### src/rtl/regfile_mp.sv
// -----------------------------------------------------------------------------
// regfile_mp : multi-port general-purpose register file for the multicycle CPU
//
// - NRD combinational read ports on flattened buses, two clocked write ports
//   (port 0 = ALU writeback, port 1 = memory writeback, port 1 wins on a
//   same-address collision).
// - Register 0 is hard-wired to zero; writes and scoreboard sets to it are
//   ignored.
// - A per-register pending-write scoreboard lets control logic stall on
//   operands whose producer has not written back yet. A set and a clear of
//   the same register on one edge leave it busy, because that is a new
//   producer issuing as the old one retires.
//
// Optional build macro: REGFILE_MP_BYPASS_EN
//   When defined, read ports forward same-cycle write data (port 1 over
//   port 0) and report not-busy while forwarding. Forwarding is suppressed
//   while rst is high so that reset values are visible immediately.
//   When undefined, reads see stored contents and stored busy bits only.
// -----------------------------------------------------------------------------
module regfile_mp #(
   parameter int                DATA_W    = 32,
   parameter int                ADDR_W    = 5,
   parameter int                NRD       = 2,
   parameter logic [DATA_W-1:0] RESET_VAL = DATA_W'(32'h0000_0001)
) (
   input  logic                     clk,
   input  logic                     rst,
   input  logic [NRD*ADDR_W-1:0]    ra,
   output logic [NRD*DATA_W-1:0]    rdata,
   output logic [NRD-1:0]           rbusy,
   input  logic                     we0,
   input  logic [ADDR_W-1:0]        wa0,
   input  logic [DATA_W-1:0]        wd0,
   input  logic                     we1,
   input  logic [ADDR_W-1:0]        wa1,
   input  logic [DATA_W-1:0]        wd1,
   input  logic                     bset,
   input  logic [ADDR_W-1:0]        bsa,
   output logic                     any_busy
);

   localparam int DEPTH = 1 << ADDR_W;

   // Architectural state and its next-state values
   logic [DATA_W-1:0] regs_q [DEPTH];
   logic [DATA_W-1:0] regs_d [DEPTH];
   logic [DEPTH-1:0]  busy_q;
   logic [DEPTH-1:0]  busy_d;

   // One-hot address decodes, bit 0 is always left clear
   logic [DEPTH-1:0]  wr0_hit;
   logic [DEPTH-1:0]  wr1_hit;
   logic [DEPTH-1:0]  set_hit;

   // Per-read-port working values
   logic [ADDR_W-1:0] rd_addr [NRD];
   logic [DATA_W-1:0] rd_val  [NRD];
   logic              rd_bsy  [NRD];

   // Decode write and scoreboard-set addresses; register 0 never matches
   always_comb begin
      wr0_hit = '0;
      wr1_hit = '0;
      set_hit = '0;
      for (int a = 1; a < DEPTH; a++) begin
         wr0_hit[a] = we0  && (wa0 == ADDR_W'(a));
         wr1_hit[a] = we1  && (wa1 == ADDR_W'(a));
         set_hit[a] = bset && (bsa == ADDR_W'(a));
      end
   end

   // Next register contents: port 1 overrides port 0 on a shared address
   always_comb begin
      for (int a = 0; a < DEPTH; a++) begin
         regs_d[a] = regs_q[a];
         if (wr1_hit[a]) begin
            regs_d[a] = wd1;
         end else if (wr0_hit[a]) begin
            regs_d[a] = wd0;
         end
      end
      regs_d[0] = '0;
   end

   // Next scoreboard state: a new issue beats a retiring writeback
   always_comb begin
      busy_d = busy_q;
      for (int a = 1; a < DEPTH; a++) begin
         if (set_hit[a]) begin
            busy_d[a] = 1'b1;
         end else if (wr0_hit[a] || wr1_hit[a]) begin
            busy_d[a] = 1'b0;
         end
      end
      busy_d[0] = 1'b0;
   end

   // State registers with asynchronous reset to the power-on contents
   always_ff @(posedge clk or posedge rst) begin
      if (rst) begin
         regs_q[0] <= '0;
         for (int a = 1; a < DEPTH; a++) begin
            regs_q[a] <= RESET_VAL;
         end
         busy_q <= '0;
      end else begin
         for (int a = 0; a < DEPTH; a++) begin
            regs_q[a] <= regs_d[a];
         end
         busy_q <= busy_d;
      end
   end

   // Combinational read ports with optional same-cycle write forwarding
   always_comb begin
      rdata = '0;
      rbusy = '0;
      for (int k = 0; k < NRD; k++) begin
         rd_addr[k] = ra[k*ADDR_W +: ADDR_W];
         rd_val[k]  = regs_q[rd_addr[k]];
         rd_bsy[k]  = busy_q[rd_addr[k]];
`ifdef REGFILE_MP_BYPASS_EN
         if (!rst && (rd_addr[k] != '0)) begin
            if (we1 && (wa1 == rd_addr[k])) begin
               rd_val[k] = wd1;
               rd_bsy[k] = 1'b0;
            end else if (we0 && (wa0 == rd_addr[k])) begin
               rd_val[k] = wd0;
               rd_bsy[k] = 1'b0;
            end
         end
`else
`endif
         if (rd_addr[k] == '0) begin
            rd_val[k] = '0;
            rd_bsy[k] = 1'b0;
         end
         rdata[k*DATA_W +: DATA_W] = rd_val[k];
         rbusy[k]                  = rd_bsy[k];
      end
   end

   assign any_busy = |busy_q;

endmodule

### config.mk
export PLATFORM = sky130hd
export DESIGN_NAME = regfile_mp
export DESIGN_NICKNAME = d
export VERILOG_FILES = /design/src/rtl/regfile_mp.sv
export SDC_FILE = /design/constraint.sdc
export NUM_CORES = 2
export LEC_CHECK = 0
export CAP_MARGIN = 20
export CORE_MARGIN = 4
export CORE_UTILIZATION = 35
export CTS_CLUSTER_SIZE = 24
export DETAILED_ROUTE_END_ITERATION = 7
export GPL_TIMING_DRIVEN = 0
export PLACE_DENSITY = 0.58
export SYNTH_ARGS = -nofsm -noshare
export SYNTH_HDL_FRONTEND = slang
export SYNTH_SLANG_ARGS = --single-unit
### constraint.sdc
create_clock -name clk -period 40.1 [get_ports clk]
set_input_delay 6.015 -clock clk [delete_from_list [all_inputs] [get_ports clk]]
set_output_delay 6.015 -clock clk [all_outputs]
set_load 0.03 [all_outputs]
# [Word level (Yosys, flattened, before mapping)]
# Cells that the tools add are included.
[totals] input_bits=94 output_inout_bits=67 word_cells=488 reg_bits=1023
[op_classes] n_mux=138 eq_ne=93 n_reduce_logical=189 bitwise=2 order_cmp=4
[ops] operator="$mux W32" count=68
[ops] operator="$bmux W32 S5" count=2
[ops] operator="$eq A5 B5 Y1 const B" count=48
[ops] operator="$reduce_bool A2 Y1" count=62
[ops] operator="$eq A5 B4 Y1 const B" count=24
[ops] operator="$logic_and A1 B1 Y1" count=93
[ops] operator="$mux W1" count=66
[ops] operator="$eq A5 B3 Y1 const B" count=12
[ops] operator="$logic_or A1 B1 Y1" count=31
[ops] operator="$reduce_or A31 Y1" count=1
[ops] operator="$eq A5 B2 Y1 const B" count=6
[ops] operator="$eq A5 B1 Y1 const B" count=3
[ops] operator="$ge A6 B6 Y1 const B" count=2
[ops] operator="$lt A5 B6 Y1 const B" count=2
[ops] operator="$not A5 Y6" count=2
[ops] operator="$bmux W1 S5" count=2
[ops] operator="$logic_not A5 Y1" count=2

# [Depth between registers and ports, before layout]
[logic_depth] depth_word=5 mapped_depth=9 depth_no_buf=4

# [Least setup slack after synthesis]
# Ideal clock, no wire load.
[synth_path] kind="input-to-output" start="input ra[1]" end="output rdata[0]" t_required_ns=34.085 arrival_ns=8.094 stages=7 path_buffers=3 setup_slack_ns=25.991 cell_sequence="buf_2 > or2_2 > clkbuf_1 > clkbuf_1 > o22ai_1 > nor3_1 > nor4_1"
[synth_via] elab_chain_cells=5 word_cells_on_any_way=6 cone_classes="4 x mux; 1 x bitwise; 1 x reduce/logical"
[synth_rtl] element="start, declared" line="28" rtl="input logic [NRD*ADDR_W-1:0] ra,"
[synth_rtl] element="$not A5 Y6 (not written as such)" line="120" rtl="rd_val[k] = regs_q[rd_addr[k]];"
[synth_rtl] element="$bmux W32 S5" line="120"
[synth_rtl] element="$mux W32 (not written as such) (2 in a row)" line="120"
[synth_rtl] element="$mux W32 *" line="134" rtl="if (rd_addr[k] == '0) begin"
[synth_rtl] element="end, declared" line="29" rtl="output logic [NRD*DATA_W-1:0] rdata,"
# Every way passes the cells marked *; elsewhere a longest branch is shown, timed or not. The select of a mux whose other input is x is not followed.

# [Final worst setup path]
[layout_path] start="input ra[2]" end="output rdata[8]"
# The elaborated chain is that of the path after synthesis.

==> metrics.md <==
| Metric | Value |
|---|---|
| Max-slew violations | 0 |
| Setup crit start kind | input pin |
| Most common cell in the netlist | mux2i_1 |
| Crit-path max FO | 10 |
| Dominant synthesized flop cell | dfrtp_1 |
| Vias in the first global route | 58.7k |
| MaxCap Viol Count | 0 |
| Die width | 436 um |
| Detail-routed net length per standard cell | about 39 um |
| Setup Skew | 0 ns |
| Top-Level Pins | around 160 |
| Hold_buf cts | 0 |
| Vias | 62.0k |
| Sink Count | a little over 1k |
| Worst Setup End Kind | output pin |
| Lkg Pwr | 0.0330 uW |
| Clock latency on the worst-skew pair | between 0.8 and 0.9 ns |
| Metal3 WL | 45400 um |
| Post-Route M1 WL | 137000 um |
| Post-route core utilization | 41.0% |
| Failing checks | DRC |
| Hpwl dp | 274000 um |
| Post-CTS Resized | 0 |
| Initial antenna violation count | 10 |
| Synth top area share | just under 40% |
| FP Rows | roughly 160 |
| I/O Buffers | 154 |
| Vias/cell | 6.55 |
| Worst EP required | roughly 34 ns |
| Gpl congestion | 1.04 |
| Effective utilization at floorplan | 35.3% |
| Power Dens Cells | between 40 and 50 nW/um^2 |
| Flops & latches, synth | 1023 |
| Number of routed nets with antenna violations | 0 |
| DRC viols | 3 |
| Total wire length | 367000 um |
| Max layer used | met5 |
| Layout area overhead | 16.1% |
| GR Util All Layers | 37.1% |
| Layout cells sized above 1 | 10.7% |
| Period utilisation layout | 43.1% |
| Detailed Routing Iterations Pass 1 | 8 |
| Status | complete, but fails checks |
| Initial DRC Count | 10.1k |
| Root buf cell | clkbuf_16 |
| Cells after Synth | about 6.6k |
| FMAX | 57.9 MHz |
| First-pass GRT wire length | 492000 um |
| GRT overflow | 0 |
| Clock Pin Slew Worst Setup and Hold Paths | ~0.06 ns |
| Max-slew headroom | 8.33% |
| Final hold violation count | 0 |
| Post-synth top cells | mux2i_1 (1652), dfrtp_1 (992), a21oi_1 (552), nand2_1 (548), nor2_1 (531) |
| Core Box Area | approximately 180000 um^2 |
| Die height | 436 um |
| Final setup TNS | 0 ns |
| Fin crit period | roughly 17 ns |
| Largest area contributor in the synthesized netlist | dfrtp_1 |
| Synth cell types | 43 |
| Crit path arrival time | 11.25 ns |
| Setup bufs post-CTS | 0 |
| Largest net degree at the start of global routing | around 120 |
| Die ar. | roughly 190000 um^2 |
| Nets@finish | 7085 |
| Top post-synthesis cells by area | dfrtp_1 (39%), mux2i_1 (26%), mux4_2 (4.6%) |
| Post-synthesis sequential area ratio | 40.0% |
| Final setup fails | 0 |
| TritonCTS buffer count | 120 |
| CTS tree | yes |
| H-tree levels | 3 |
| Crit Path Category | in2out |
| Synthesized area | 64000 um^2 |
| Number of synthesized flops with an enable pin | 0 |
| Worst-Margin Slew | 1.38 ns |
| Peak supply drop | 0.0462 mV |
| RSZ-0062 raised after global routing | false |
| Fraction of registers with async set/reset | 100% |
| Syn Nets | 6706 |
| Routed wl met2 | 148000 um |
| Syn_area_per_cell | 9.68 um^2 |
| Pwr Total | approximately 3700 uW |
| Syn. warnings | 0 |
| Clock Tree Buf Depth | 3 |
| Hold WC Path Type | reg2reg |
[kinds of logic (layout without fill, tap and decap cells)]
family	Yosys count	in the layout	share of synthesized area [%]
multiplexers	1850	1850	31.6
AO/OA/AOI/OAI	1550	1550	13.9
flip-flops	1023	1023	40.0
other	0	12	0
AND/OR/NAND/NOR	1415	1415	9.38
buffers and inverters	774	1251	5.08
[state kept, by name (all words and copies together) (netlist names)]
name and count:
regs_q 992, busy_q 31
[final timing paths]
path / slack [ns] / from / end / cells past startpoint
worst min register to register: 0.57 / regs_q[544] / regs_q[544] / 2
worst min-delay path: 0.57 / regs_q[544] / regs_q[544] / 2
max in group asynchronous: 31.67 / rst / regs_q[377] / 7
worst max register to register: 39.21 / regs_q[0] / regs_q[0] / 2
worst max-delay path: 22.84 / ra[2] / rdata[8] / 9
min in group asynchronous: 5.67 / rst / regs_q[837] / 3
[area by class of cell]
type | count | area (um^2)
Timing Repair Buffer | 257 | 3340
Buffer | 765 | 3230
Clock buffer | 192 | 3600
Sequential cell | 1023 | 25600
Inverter | 9 | 41.3
Multi-Input combinational cell | 4815 | 35100
Clock inverter | 28 | 369
Tap cell | 2370 | 2970
Fill cell | 18000 | 107000
Antenna cell | 12 | 30.0
[power by group]
| part | switching [uW] | internal, uW | leakage [uW] |
|---|---|---|---|
| logic | 544 | 440 | 0.0187 |
| clock network | 511 | 640 | 0.00195 |
| registers | 248 | 1310 | 0.0124 |
[metal layers]
metal / vias to the layer above / global-route usage [%]
met2: 4951 / 52.0
met1: 31200 / 46.4
met5: - / 0.0756
li1: 24800 / -
met3: 1109 / 12.3
met4: 8 / 30.2
[cell usage in the layout, fill, tap and decap left out, types with 120 or more instances in the layout]
cell type and count:
a21oi_1 552, buf_2 189, clkbuf_1 532, clkbuf_16 120
clkdlybuf4s50_1 154, dfrtp_1 992, mux2i_1 1652, mux4_2 132
nand2_1 548, nor2_1 531, nor3_1 170, o21ai_0 438
o22ai_1 264
[per-stage QoR]
stage | worst slack [ns] | instance area, um^2 | instances | hold WS, ns
2_1_floorplan | 5.35 | 64000 | 6612 | 0.509
3_3_place_gp | -9.62 | 68500 | 9136 | 0.552
3_5_place_dp | 23.12 | 70000 | 9212 | 0.551
4_1_cts | 23.11 | 73900 | 9432 | 0.568
5_1_grt | 23.11 | 74300 | 9460 | 0.595
6_report | 22.84 | 74400 | 9471 | 0.569
[worst max-delay path, stage by stage]
cell and delay, ns:
clkdlybuf4s50_1 0.62, buf_2 0.33, nand2_1 0.38, clkbuf_1 1.05
clkbuf_1 0.68, o22ai_1 0.23, nor3_1 0.91, nor4_1 0.31
clkdlybuf4s50_1 0.68
(Power assumes the default switching activity.)
